--- config.mk ---
export PLATFORM = sky130hd
export DESIGN_NAME = instr_fetch_unit_flat
export DESIGN_NICKNAME = d
export VERILOG_FILES = /design/src/rtl/imem_if.sv /design/src/rtl/instr_fetch_unit.sv /design/src/flat_wrapper.sv
export SDC_FILE = /design/constraint.sdc
export NUM_CORES = 1
export LEC_CHECK = 0
export CAP_MARGIN = 15
export CORE_MARGIN = 1.5
export CORE_UTILIZATION = 40
export CTS_CLUSTER_SIZE = 8
export DETAILED_ROUTE_END_ITERATION = 8
export PLACE_DENSITY = 0.81
export SLEW_MARGIN = 40
export SYNTH_ARGS = -nofsm -noshare
export SYNTH_HDL_FRONTEND = slang
export SYNTH_SLANG_ARGS = --single-unit
--- constraint.sdc ---
create_clock -name clk -period 2 [get_ports clk]
set_clock_uncertainty 0.2 [all_clocks]
set_input_delay 0.6 -clock clk [delete_from_list [all_inputs] [get_ports clk]]
set_output_delay 0.6 -clock clk [all_outputs]
set_load 0.02 [all_outputs]
--- src/rtl/imem_if.sv ---
// imem_if: request/valid handshake between the fetch unit and instruction memory
interface imem_if #(
    parameter int ADDR_W = 8,
    parameter int DATA_W = 16
);
    logic [ADDR_W-1:0] addr;
    logic              req;
    logic              valid;
    logic [DATA_W-1:0] rdata;

    modport master (output addr, output req, input valid, input rdata);
    modport slave  (input addr, input req, output valid, output rdata);
endinterface

--- src/rtl/instr_fetch_unit.sv ---
// instr_fetch_unit: owns PC and IR, fetches from a wait-stated memory and stalls the core while busy
module instr_fetch_unit #(
    parameter int ADDR_W   = 8,
    parameter int DATA_W   = 16,
    parameter int RESET_PC = 0,
    parameter int TIMEOUT  = 15
) (
    input  logic              clk,
    input  logic              rst_n,
    input  logic              en,
    input  logic              loadIR,
    input  logic              loadPC,
    input  logic              incPC,
    input  logic              selA,
    input  logic [ADDR_W-1:0] jmp_addr,
    imem_if.master            imem,
    output logic [DATA_W-1:0] ir,
    output logic [3:0]        opcode,
    output logic [DATA_W-5:0] operand,
    output logic [ADDR_W-1:0] pc,
    output logic              busy,
    output logic              fetch_err
);
    typedef enum logic [1:0] {IDLE, REQ, HOLD} state_t;

    state_t            state_q, state_d;
    logic [ADDR_W-1:0] pc_q, pc_d, addr_q, addr_d;
    logic [DATA_W-1:0] ir_q, ir_d;
    logic              req_q, req_d, err_q, err_d, pend_q, pend_d;
    logic [7:0]        cnt_q, cnt_d;
    logic              start, jump;

    assign start     = (state_q == IDLE) && loadIR && en;
    assign jump      = loadPC && selA;
    assign busy      = (state_q != IDLE) || start;
    assign pc        = pc_q;
    assign ir        = ir_q;
    assign fetch_err = err_q;
    assign opcode    = ir_q[DATA_W-1:DATA_W-4];
    assign operand   = ir_q[DATA_W-5:0];
    assign imem.addr = addr_q;
    assign imem.req  = req_q;

    // State register; async reset returns everything to power-up values mid-fetch
    always_ff @(posedge clk or negedge rst_n) begin
        if (!rst_n) begin
            state_q <= IDLE;
            pc_q    <= ADDR_W'(RESET_PC);
            addr_q  <= ADDR_W'(RESET_PC);
            ir_q    <= '0;
            req_q   <= 1'b0;
            err_q   <= 1'b0;
            pend_q  <= 1'b0;
            cnt_q   <= '0;
        end else begin
            state_q <= state_d;
            pc_q    <= pc_d;
            addr_q  <= addr_d;
            ir_q    <= ir_d;
            req_q   <= req_d;
            err_q   <= err_d;
            pend_q  <= pend_d;
            cnt_q   <= cnt_d;
        end
    end

    // Next-state: fetch sequencing, deferred increment while busy, jump overrides everything
    always_comb begin
        state_d = state_q;
        pc_d    = pc_q;
        addr_d  = addr_q;
        ir_d    = ir_q;
        req_d   = req_q;
        err_d   = err_q;
        pend_d  = pend_q;
        cnt_d   = cnt_q;
        if (!en) begin
            state_d = IDLE;
            req_d   = 1'b0;
            pend_d  = 1'b0;
            cnt_d   = '0;
        end else begin
            case (state_q)
                IDLE: begin
                    if (loadIR) begin
                        state_d = REQ;
                        req_d   = 1'b1;
                        addr_d  = pc_q;
                        err_d   = 1'b0;
                        cnt_d   = '0;
                    end
                    if (incPC) pc_d = pc_q + 1'b1;
                end
                REQ: begin
                    if (incPC) pend_d = 1'b1;
                    if (imem.valid) begin
                        ir_d    = imem.rdata;
                        req_d   = 1'b0;
                        state_d = HOLD;
                    end else if (cnt_q == 8'(TIMEOUT - 1)) begin
                        req_d   = 1'b0;
                        err_d   = 1'b1;
                        cnt_d   = '0;
                        state_d = HOLD;
                    end else begin
                        cnt_d = cnt_q + 8'd1;
                    end
                end
                HOLD: begin
                    if (pend_q || incPC) pc_d = pc_q + 1'b1;
                    pend_d  = 1'b0;
                    cnt_d   = '0;
                    state_d = IDLE;
                end
                default: state_d = IDLE;
            endcase
            if (jump) begin
                pc_d   = jmp_addr;
                pend_d = 1'b0;
            end
        end
    end
endmodule
--- src/flat_wrapper.sv ---
// flat-port wrapper written by rule: the top's interface ports become plain ports
module instr_fetch_unit_flat 
#(
    parameter int ADDR_W   = 8,
    parameter int DATA_W   = 16,
    parameter int RESET_PC = 0,
    parameter int TIMEOUT  = 15
)
  (clk, rst_n, en, loadIR, loadPC, incPC, selA, jmp_addr, ir, opcode, operand, pc, busy, fetch_err, imem_addr, imem_req, imem_valid, imem_rdata);
  imem_if #(.ADDR_W(ADDR_W), .DATA_W(DATA_W)) imem_i ();
  input  logic clk;
  input  logic rst_n;
  input  logic en;
  input  logic loadIR;
  input  logic loadPC;
  input  logic incPC;
  input  logic selA;
  input  logic [ADDR_W-1:0] jmp_addr;
  output logic [DATA_W-1:0] ir;
  output logic [3:0] opcode;
  output logic [DATA_W-5:0] operand;
  output logic [ADDR_W-1:0] pc;
  output logic busy;
  output logic fetch_err;
  output wire logic [$bits(imem_i.addr)-1:0] imem_addr;
  output wire logic [$bits(imem_i.req)-1:0] imem_req;
  input wire logic [$bits(imem_i.valid)-1:0] imem_valid;
  input wire logic [$bits(imem_i.rdata)-1:0] imem_rdata;
  assign imem_addr = imem_i.addr;
  assign imem_req = imem_i.req;
  assign imem_i.valid = imem_valid;
  assign imem_i.rdata = imem_rdata;
  instr_fetch_unit #(.ADDR_W(ADDR_W), .DATA_W(DATA_W), .RESET_PC(RESET_PC), .TIMEOUT(TIMEOUT)) u_core (.clk(clk), .rst_n(rst_n), .en(en), .loadIR(loadIR), .loadPC(loadPC), .incPC(incPC), .selA(selA), .jmp_addr(jmp_addr), .imem(imem_i), .ir(ir), .opcode(opcode), .operand(operand), .pc(pc), .busy(busy), .fetch_err(fetch_err));
endmodule
Yosys cells after proc, flatten, opt, wreduce, memory -nomap -nowiden
Cells that the tools add are included.
{"block": "classes", "n_mux": 27, "reduce_logical": 17, "n_addsub": 2, "eq_ne": 15}
{"cell": "$mux 8", "n": 7}
{"cell": "$pmux 8 s3", "n": 1}
{"cell": "$add 8x1->8 const B", "n": 2}
{"cell": "$pmux 8 s2", "n": 1}
{"cell": "$reduce_and 3->1", "n": 4}
{"cell": "$mux 1", "n": 10}
{"cell": "$eq 8x4->1 const B", "n": 1}
{"cell": "$mux 2", "n": 4}
{"cell": "$ne 4x1->1 const B", "n": 2}
{"cell": "$ne 4x3->1 const B", "n": 2}
{"cell": "$ne 3x1->1 const B", "n": 2}
{"cell": "$ne 3x3->1 const B", "n": 2}
{"cell": "$pmux 1 s2", "n": 3}
{"cell": "$reduce_and 5->1", "n": 1}
{"cell": "$ne 2x2->1 const B", "n": 2}
{"cell": "$pmux 2 s2", "n": 1}
{"cell": "$reduce_and 2->1", "n": 2}
{"cell": "$reduce_and 4->1", "n": 1}
{"cell": "$reduce_bool 2->1", "n": 2}
{"cell": "$logic_and 1x1->1", "n": 3}
{"cell": "$ne 3x2->1 const B", "n": 1}
{"cell": "$reduce_bool 3->1", "n": 1}
{"cell": "$eq 2x1->1 const B", "n": 1}
{"cell": "$eq 2x2->1 const B", "n": 1}
{"cell": "3 further kinds", "n": 4}
{"block": "totals", "word_cells": 69, "ff_bits": 45, "output_inout_bits": 51, "inputBits": 32}

Longest topological paths before layout
Gate-level depths: netlist of run 1.
{"block": "logic_depth", "depth_word": 5, "ltp_mapped": 6, "ltp_nobuf": 5}

Least setup slack after synthesis of run 1
No wires, ideal clock.
{"block": "synth_timing", "path_type": "in2out", "start": "input en", "end": "output busy", "required_time_ps": 1200, "slack_ps": -178, "arrival_ps": 1378, "path_buffers": 2, "path_stages": 4, "cell_sequence": "buf_2 > nand3_1 > clkbuf_1 > nand2_1"}
{"block": "synth_between", "elab_chain_len": 2}
{"element": "start, declared", "line": "flat_wrapper.sv:13", "text": "input logic en;"}
{"element": "$logic_and 1x1->1", "line": "instr_fetch_unit.sv:33", "text": "assign start = (state_q == IDLE) && loadIR && en;"}
{"element": "$logic_or 1x1->1", "line": "instr_fetch_unit.sv:35", "text": "assign busy = (state_q != IDLE) || start;"}
{"element": "end, declared", "line": "flat_wrapper.sv:23", "text": "output logic busy;"}
No other way between the ends.

Worst setup path after layout of run 1
{"block": "layout_timing", "start": "input loadIR", "end": "register u_core.req_q (netlist: u_core.imem.req)"}
{"block": "layout_between", "elab_chain_len": 2}
{"element": "start, declared", "line": "flat_wrapper.sv:14", "text": "input logic loadIR;"}
{"element": "$ne 3x3->1 (no source line)"}
{"element": "$reduce_and 3->1 (no source line)"}
{"element": "end signal, assigned", "line": "instr_fetch_unit.sv:60", "text": "req_q <= req_d;"}
{"element": "end, declared", "line": "instr_fetch_unit.sv:29", "text": "logic req_q, req_d, err_q, err_d, pend_q, pend_d;"}
No other way between the ends.
A chain may end at the register's enable or synchronous reset.

==> qor.yml, run 1 <==
status:
  status: "finished, final reports clean"
yosys:
  syn_nets: 239
  ys_warn_count: 0
  synth.distinct_cells: 42
  synth_flop_cell: "dfrtp_1"
  synthCells: 204
  async_reset_ff_share_pct: 100
  yosysSeqAreaShare_pct: 51.0
  ys_ff_latch: 45
  synth.cell_area_um2: 2210
  synth_edf_count: 0
  synth.avg_cell_area_um2: 10.8
routing:
  top_layer: "met4"
  vias: 1845
  vias_per_cell: 5.03
  routed_wl_mm: 5.06
  drtAntennaViolNets: 0
  routedWlPerCell_um: 13.8
  drc: 0
  wl_met2_mm: 2.54
  wl_met1_mm: 2.07
  drt_iter0_drc: 43
  drtPass1Iterations: 6
  wl_met3_um: 371
clock_tree:
  clock_sink_count: 45
  hold_buffers: 0
  htreeDepth: 2
  clk_pin_slew_ns: 0.08
  cts_max_path_buffers: 2
  cts_buffers: 5
  clk_latency_ns: 0.30
  cts_root_buffer: "clkbuf_8"
  cts_tree: "yes"
setup_path:
  cp_slowest_cell: "or4b_4"
  cp-start-kind: "input port"
  crit_chain: "dlygate4sd2_1, buf_4, or4b_4, nand2_4, nor2b_1, a32o_1"
  arrival_ns: 1.96
  r2r_start: "u_core.state_q[0]"
  cp_max_fo: 6
  reg2reg_depth: 5
  r2r_setup_slack_ns: 0.13
  critical_path_class: "in -> reg"
  cp-end-kind: "flip-flop"
  critPathRequiredTime_ns: 1.99
  max_stage_delay_ns: 0.55
  reg2reg_to: "u_core.imem.req"
pwr:
  leakage_uw: 0.00149
  power_density_nw_per_um2: 1160
  vdd_ir_drop_max_v: 0.000582
  power_uw: 3720
global_route:
  grt-ovfl-total: 0
  grt_pass1_vias: 1790
  grt_max_degree: 31
  grt_pass1_wl_mm: 8.36
  grt_antenna_before_repair: 0
  groute.usage.overall_pct: 17.9
layout:
  layout.nets: 331
  drive_gt1_share_pct: 21.5
  final_cell_mix: "51 x dlygate4sd2_1, 45 x dfrtp_1, 27 x clkdlybuf4s50_1, 23 x buf_4, 22 x mux2_2"
  diodes: 0
  design_area_um2: 3210
  layout_commonest_cell: "dlygate4sd2_1"
  final_core_util_pct: 61.7
  nFillCells: 471
  syn2layout_area_growth_pct: 45.7
timing:
  max_slew_margin_pct: 74.0
  fin_crit_ns: 1.97
  max_clock_freq_mhz: 509
  fin_crit_sh_pct: 98.3
  finalMaxSlewViolations: 0
  setup_violations: 0
  worstMarginPinSlew_ns: 0.390
  setup_ws_ns: 0.0340
  rsz0062_at_grt: "true"
  hold_viol_final: 0
floorplan:
  dieArea_um2: 5970
  placementRows: 26
  fp.dieH_um: 77.3
  die_w_um: 77.3
  io_pins: 83
  initial_core_util_pct: 42.4
  core_um2: 5200
placed_design:
  dpl_worst_slack_ns: -0.706
  gp_congestion: 0.804
  dpl-instance-area_um2: 3180
  portBuffers: 82
  dpl.hpwl_mm: 3.78
flow_run:
  drv_cap: 0
worst_hold_path:
  hp-class: "in -> async"
==> metal layers <==
layer | vias up | global-route usage [%]
met1 | 862 | 21.3
met5 | - | 0
li1 | 900 | -
met2 | 75 | 30.5
met4 | 0 | 6.91
met3 | 8 | 4.88
==> flip-flops by register name, summed over array words and instances (netlist names) <==
register / count
u_core.ir: 16
u_core.cnt_q: 8
u_core.imem.addr: 8
u_core.pc: 8
u_core.state_q: 2
u_core.fetch_err: 1
u_core.imem.req: 1
u_core.pend_q: 1
==> kinds of logic after synthesis <==
kind of cell               count (synthesis)  share of synthesized area (%)
and+or+nand+nor                           68                           16.4
DFF                                       45                           51.0
AOI/OAI and AO/OA                         35                           9.87
buffers and inverters                     27                           8.17
muxes                                     22                           11.2
xor gates and xnor gates                   4                           1.59
adders and majority gates                  3                           1.70
==> through the flow <==
stage | setup TNS [ns] | cells | hold slack, ns
global route | -0.0112 | 367 | 0.0387
floorplan | 0 | 204 | 0.104
detailed placement | -11.74 | 360 | 0.279
CTS | 0 | 368 | 0.0233
global placement | -11.65 | 360 | 0.262
finish | 0 | 367 | 0.0204
==> where the power goes <==
group | switching [µW] | internal, µW
clock network | 303 | 243
registers | 188 | 1200
logic | 1000 | 787
==> synth_stat cells (2+ instances only) <==
library cell,count,share of area (%)
nor2b_1,3,0.85
clkbuf_1,2,0.34
nand2b_1,2,0.57
o21ai_0,11,2.5
and2_1,2,0.57
nor2_1,13,2.2
buf_4,16,5.4
and3_1,3,0.85
mux2_2,22,11
dfrtp_1,45,51
buf_2,3,0.68
o21ai_1,2,0.45
nand2_1,17,2.9
a21oi_1,8,1.8
inv_1,4,0.68
xor2_1,4,1.6
nand3_1,10,2.3
nor3_1,6,1.4
a31oi_1,2,0.57
nand4_1,4,1.1
buf_6,2,1.0
ha_1,3,1.7
==> critical path, delay by kind of cell <==
kind | cells | cell delay (ns)
buffers and inverters | 2 | 0.41
AND/OR/NAND/NOR | 3 | 0.75
AO/OA/AOI/OAI | 1 | 0.20
==> how the worst max path moves through the flow <==
stage	start	end	slack, ns	cells past startpoint
after floorplan	en	u_core.imem.req	0.03	6
after global placement	loadIR	busy	-0.71	4
after detailed placement	loadIR	busy	-0.71	4
after CTS	loadIR	u_core.imem.req	0.001	7
after global routing	u_core.state_q[1]	busy	-0.01	4
final	loadIR	u_core.imem.req	0.03	6
==> what timing repair did <==
item | CTS | global route
endpoints found under the setup margin | 62 | 8
gates resized for setup | 59 | 6
buffers inserted | 0 | 0
pin swaps | 0 | 3
==> final cells by class <==
type	count	area (µm²)	share of cell area, %
multi-input cells	132	922	28.7
clock buffers	6	72.6	2.26
flip-flops and latches	45	1130	35.0
clock inverters	2	10.0	0.312
repair buffers	108	980	30.5
well taps	70	87.6	2.73
inverters	4	15.0	0.467
Power figures use the tool's default switching activity.
==> inputs of run 2 (changes only) <==
- PLACE_DENSITY: 0.81 -> 0.74
==> run 2 against run 1 <==
Fmax down 0.11%. Count of clock-buffer cells in the layout unchanged. Hold slack lost 0.0036 ns. Die area is the same. Sequential share of layout area is 0.23 points lower. Flip-flop and latch count stayed put. Non-clock buffer count is 2 higher. Via count fell by 1.5%. Final area is 0.66% higher. Setup slack worse by 0.0021 ns. First-iteration DRC count is 12% lower. Critical path type unchanged.
==> qor.yml, run 2 (synthesis results as in run 1) <==
timing:
  max_clock_freq_mhz: 508  # -0.11%
  max_slew_margin_pct: 73.9  # -0.12 points
  fin_crit_sh_pct: 98.4  # +0.11 points
  whs_ns: 0.0167  # -0.00365 ns
  setup_violations: 0  # unchanged
  worstMarginPinSlew_ns: 0.391  # +0.00187 ns
  hold_viol_final: 0  # unchanged
  fin_crit_ns: 1.97  # +0.00212 ns
  rsz0062_at_grt: "true"
  finalSetupTns_ns: 0  # unchanged
  finalMaxSlewViolations: 0  # unchanged
  setup_ws_ns: 0.0319  # -0.00212 ns
layout:
  largest_reg_flops: 16  # unchanged
  drive_gt1_share_pct: 22.4  # +0.86 points
  nFillCells: 465  # -1.3%
  seqCellArea_um2: 1130  # unchanged
  diodes: 0  # unchanged
  stdcell_count: 369  # +0.54%
  multiInputGateArea_um2: 927  # +0.54%
  final_core_util_pct: 62.1  # +0.41 points
  syn2layout_area_growth_pct: 46.6
  layout.nets: 333  # +0.60%
  final_cell_mix: "51 x dlygate4sd2_1, 45 x dfrtp_1, 28 x clkdlybuf4s50_1, 24 x buf_4, 22 x mux2_2"
  layout_commonest_cell: "dlygate4sd2_1"
routing:
  drc: 0  # unchanged
  vias_per_cell: 4.92  # -2.1%
  routedWlPerCell_um: 13.2  # -4.0%
  routed_wl_mm: 4.89  # -3.5%
  vias: 1817  # -1.5%
  drt_iter0_drc: 38  # -12%
  drtPass1Iterations: 5  # -1
  drtAntennaViolNets: 0  # unchanged
clock_tree:
  htreeDepth: 2  # unchanged
  cts_buffers: 5  # unchanged
  clk_pin_slew_ns: 0.08  # about the same
  hold_buffers: 0  # unchanged
  clk_latency_ns: 0.29  # about the same
  cts_max_path_buffers: 2  # unchanged
  cts_tree: "yes"
  cts_root_buffer: "clkbuf_8"
  clock_sink_count: 45  # unchanged
setup_path:
  reg2reg_to: "u_core.imem.req"
  critPathRequiredTime_ns: 2.02  # +0.03 ns
  critical_path_class: "in -> reg"
  r2r_setup_slack_ns: 0.11  # -0.02 ns
  cp_slowest_cell: "clkdlybuf4s50_1"
  cp-end-kind: "flip-flop"
  cpLargestDelayFamily: "buffers and inverters"
  max_stage_delay_ns: 0.48  # -0.07 ns
  reg2reg_depth: 6  # +1
  cp_max_fo: 6  # unchanged
  crit_chain: "clkdlybuf4s50_1, o211ai_4, nand2_4, or3_1, a21oi_1"
  cp-start-kind: "input port"
  r2r_start: "u_core.state_q[0]"
  critPathBufInv: 1  # -1
  arrival_ns: 1.99  # +0.03 ns
floorplan:
  core_um2: 5200  # unchanged
  fp.dieH_um: 77.3  # unchanged
  die_w_um: 77.3  # unchanged
  initial_core_util_pct: 42.4  # unchanged
  io_pins: 83  # unchanged
  placementRows: 26  # unchanged
  dieArea_um2: 5970  # unchanged
pwr:
  power_density_nw_per_um2: 1150  # -0.88%
  vdd_ir_drop_max_v: 0.000650  # +12%
  leakage_uw: 0.00149  # about the same
global_route:
  grt_max_degree: 31  # unchanged
  grt_antenna_before_repair: 0  # unchanged
  groute.usage.overall_pct: 17.9  # about the same
  grt_pass1_wl_mm: 8.57  # +2.6%
  grt_pass1_vias: 1873  # +4.6%
  grt-ovfl-total: 0  # unchanged
placed_design:
  dpl.cell_count: 358  # -0.56%
  gp_congestion: 0.848  # +5.4%
  dpl.hpwl_mm: 3.72  # -1.7%
  portBuffers: 82  # unchanged
  dpl_worst_slack_ns: -0.688  # +0.0173 ns
worst_hold_path:
  hp-class: "in -> async"
flow_run:
  drv_cap: 0  # unchanged
status:
  status: "finished, final reports clean"
## run 2: changes by cell type in the layout (fill, tap and decap cells not counted)
| cell | change |
|---|---|
| nand3_2 | +1 |
| buf_6 | +1 |
| nand3_1 | -1 |
| buf_4 | +1 |
| clkdlybuf4s50_1 | +1 |
| dlymetal6s2s_1 | -1 |
## run 2: worst max path at each step
stage,from,to,slack [ns],depth (start not counted)
after floorplan,en,u_core.imem.req,0.03,6
after global placement,loadIR,busy,-0.64,4
after detailed placement,loadIR,busy,-0.69,4
after CTS,loadIR,u_core.imem.req,0.004,7
after global routing,imem_valid,u_core.cnt_q[6],-0.02,5
final,imem_valid,u_core.cnt_q[6],0.03,5
## run 2: stage by stage
| step | instance area, µm² | power (µW) |
|---|---|---|
| floorplan | 2220 | 2570 |
| global placement | 3160 | 3470 |
| detailed placement | 3160 | 3510 |
| CTS | 3180 | 3750 |
| global route | 3230 | 3960 |
| finish | 3230 | 3710 |
## run 2: per-layer routing
layer	wire [µm]	global-route usage, %	vias to the layer above
li1	-	-	893
met1	2100	22.5	846
met2	2350	29.5	74
met3	373	3.93	4
met4	68	7.64	0
met5	0	0	-
## run 2: power breakdown
| group | total, µW | switching (µW) | internal, µW |
|---|---|---|---|
| Combinational | 1790 | 997 | 791 |
| Clock | 540 | 298 | 242 |
| Sequential | 1380 | 184 | 1200 |
| Total | 3710 | 1480 | 2230 |
## run 2: cell type report
type	instances	area share, %
Timing Repair Buffer	110	30.8
Clock inverter	2	0.309
Inverter	4	0.464
Multi-Input combinational cell	132	28.7
Tap cell	70	2.71
Sequential cell	45	34.8
Clock buffer	6	2.24
## run 2: repair_timing
| action | in CTS | in global routing |
|---|---|---|
| pin swaps | 0 | 3 |
| resized for setup | 58 | 7 |
| gates cloned | 0 | 0 |
| buffers inserted | 0 | 3 |
| setup endpoints to repair | 63 | 9 |
==> inputs of run 3 (changes only) <==
- CORE_MARGIN: 1.5 -> 4
- CORE_UTILIZATION: 40 -> 44
- PLACE_DENSITY: 0.74 -> 0.8
==> run 3 against run 2 <==
The run now ends with hold timing left. Die area rose by 4.0%. Sequential share of layout area shrank 0.65 points. Power rose by 6.3%. Flip-flop and latch count did not move. Core utilization rose by 6.7 points. Register-to-register slack got worse by 0.05 ns. Critical endpoint is now u_core.imem.req. Final area rose by 1.9%. Critical path type unchanged. First-iteration DRC count up 29%. Via count is 3.6% higher. Critical path depth up 2.
==> qor.yml, run 3 (synthesis results as in run 1) <==
global_route:
  grt_max_degree: 24  # -23%
  grt_pass1_wl_mm: 8.87  # +3.5%
  groute.usage.overall_pct: 18.0  # +0.084 points
  grt_antenna_before_repair: 0  # unchanged
  grt-ovfl-total: 0  # unchanged
  grt_pass1_vias: 1841  # -1.7%
clock_tree:
  clk_pin_slew_ns: 0.08  # about the same
  cts_root_buffer: "clkbuf_8"
  htreeDepth: 2  # unchanged
  cts_buffers: 5  # unchanged
  clock_sink_count: 45  # unchanged
  hold_buffers: 0  # unchanged
  clk_latency_ns: 0.29  # about the same
  cts_tree: "yes"
  cts_max_path_buffers: 2  # unchanged
routing:
  vias: 1882  # +3.6%
  drt_iter0_drc: 49  # +29%
  vias_per_cell: 5.09  # +3.3%
  drtPass1Iterations: 4  # -1
  drc: 0  # unchanged
  drtAntennaViolNets: 0  # unchanged
  routed_wl_mm: 5.32  # +8.9%
  routedWlPerCell_um: 14.4  # +8.6%
setup_path:
  cp_slowest_cell: "or4b_4"
  cpLargestDelayFamily: "simple AND/OR/NAND/NOR gates"
  path_common_cell: "buf_6"
  arrival_ns: 1.95  # -0.04 ns
  cp_max_fo: 6  # unchanged
  critPathBufInv: 3  # +2
  max_stage_delay_ns: 0.46  # -0.02 ns
  critical_path_class: "in -> reg"
  cp-end-kind: "flip-flop"
  critPathRequiredTime_ns: 1.99  # -0.03 ns
  crit_chain: "dlygate4sd2_1, buf_6, or4b_4, buf_6, nand2_4, nor2b_1, a32o_1"
  cp-start-kind: "input port"
layout:
  nFillCells: 382  # -18%
  diodes: 0  # unchanged
  layout.nets: 337  # +1.2%
  drive_gt1_share_pct: 24.4  # +2.0 points
  largest_reg_flops: 16  # unchanged
  final_cell_mix: "51 x dlygate4sd2_1, 45 x dfrtp_1, 28 x buf_4, 27 x clkdlybuf4s50_1, 22 x mux2_2"
  syn2layout_area_growth_pct: 49.4
  layout_commonest_cell: "dlygate4sd2_1"
timing:
  fin_crit_sh_pct: 97.8  # -0.58 points
  worstMarginPinSlew_ns: 0.415  # +0.0237 ns
  setup_violations: 0  # unchanged
  max_slew_margin_pct: 71.9  # -2.0 points
  hold_viol_final: 13  # +13
  whs_ns: -0.00537  # -0.0221 ns
  max_clock_freq_mhz: 511  # +0.60%
  rsz0062_at_grt: "true"
  finalMaxSlewViolations: 0  # unchanged
  fin_crit_ns: 1.96  # -0.0117 ns
worst_hold_path:
  hp-class: "in -> async"
placed_design:
  gp_congestion: 0.886  # +4.6%
  dpl.hpwl_mm: 4.09  # +10%
  portBuffers: 82  # unchanged
floorplan:
  io_pins: 83  # unchanged
  fp.dieH_um: 78.8  # +2.0%
  dieArea_um2: 6210  # +4.0%
  die_w_um: 78.8  # +2.0%
  placementRows: 25  # -3.8%
  core_um2: 4790  # -8.1%
  initial_core_util_pct: 46.1  # +3.7 points
pwr:
  power_frac_clock_pct: 18.2  # +3.6 points
  combPwrFrac_pct: 46.5  # -1.7 points
  power.internal_uw: 2410  # +8.0%
  p_seq_share_pct: 35.3  # -1.9 points
  leakage_uw: 0.00153  # +2.8%
  swShare_pct: 38.8  # -1.0 points
  power_uw: 3940  # +6.3%
  power_density_nw_per_um2: 1200  # +4.3%
  p_switching_uw: 1530  # +3.6%
  vdd_ir_drop_max_v: 0.000701  # +7.8%
flow_run:
  drv_cap: 0  # unchanged
status:
  status: "finished, violations left"
  violations: "hold timing"
run 3: changes by cell type in the layout (fill, tap and decap cells not counted), sizes merged:
cell           before  now
buf                30   34
clkinv              2    0
bufinv              0    1
clkbuf              6    7
clkdlybuf4s15       1    0
clkdlybuf4s50      28   27
clkinvlp            0    1
dlymetal6s2s        0    1
run 3: cell type report:
type                       instances  area, µm²  area share [%]
clock buffer                       6       82.6            2.51
sequential                        45       1130            34.2
tap                               67       83.8            2.54
inverter                           4       15.0           0.456
timing repair buffer             114       1020            31.1
multi-input combinational        132        927            28.1
clock inverter                     2       37.5            1.14
run 3: final timing paths:
kind	from	slack, ns	end	cells past startpoint
worst max-delay path	en	0.04	u_core.imem.req	7
min in group clk	u_core.fetch_err	0.29	u_core.fetch_err	2
worst max register to register	u_core.state_q[0]	0.06	u_core.imem.req	6
worst min-delay path	rst_n	-0.005	u_core.fetch_err	1
worst min register to register	u_core.fetch_err	0.29	u_core.fetch_err	2
max in group asynchronous	rst_n	1.16	u_core.ir[5]	2
run 3: power groups by stage:
stage / registers, µW / logic (µW) / clock network, µW
floorplan: 1780 / 795 / 0
detailed placement: 1430 / 2130 / 0
global route: 1450 / 1970 / 775
CTS: 1390 / 1850 / 735
global placement: 1400 / 2090 / 0
finish: 1390 / 1830 / 719
run 3: per-layer routing:
metal	share of wire, %	vias up	global-route usage (%)
met4	1.1	0	5.24
li1	-	905	-
met3	7.5	4	4.08
met1	44	900	23.2
met5	0	-	0
met2	48	73	30.1
run 3: worst reg2reg max path, stage by stage (launching register included):
cell and delay [ns]:
dfrtp_1 0.40, buf_4 0.17, or4b_4 0.54, buf_6 0.16
nand2_4 0.10, nor2b_1 0.07, a32o_1 0.20
run 3: what timing repair did:
action,in CTS,in global routing
gates resized for setup,61,7
buffers inserted,1,2
endpoints found under the setup margin,62,7
pin swaps,0,3
run 3: metrics by stage:
| stage | std cells | utilization (%) | cell area [µm²] | setup WS (ns) | TNS (ns) |
|---|---|---|---|---|---|
| 3_3_place_gp | 359 | 66.7 | 3190 | -0.722 | -11.26 |
| 4_1_cts | 368 | 68.3 | 3270 | 0.00464 | 0 |
| 3_5_place_dp | 359 | 66.7 | 3190 | -0.731 | -12.83 |
| 5_1_grt | 370 | 68.9 | 3300 | -0.000397 | -0.000397 |
| 2_1_floorplan | 204 | - | 2220 | 0.0257 | 0 |
| 6_report | 370 | 68.9 | 3300 | 0.0436 | 0 |
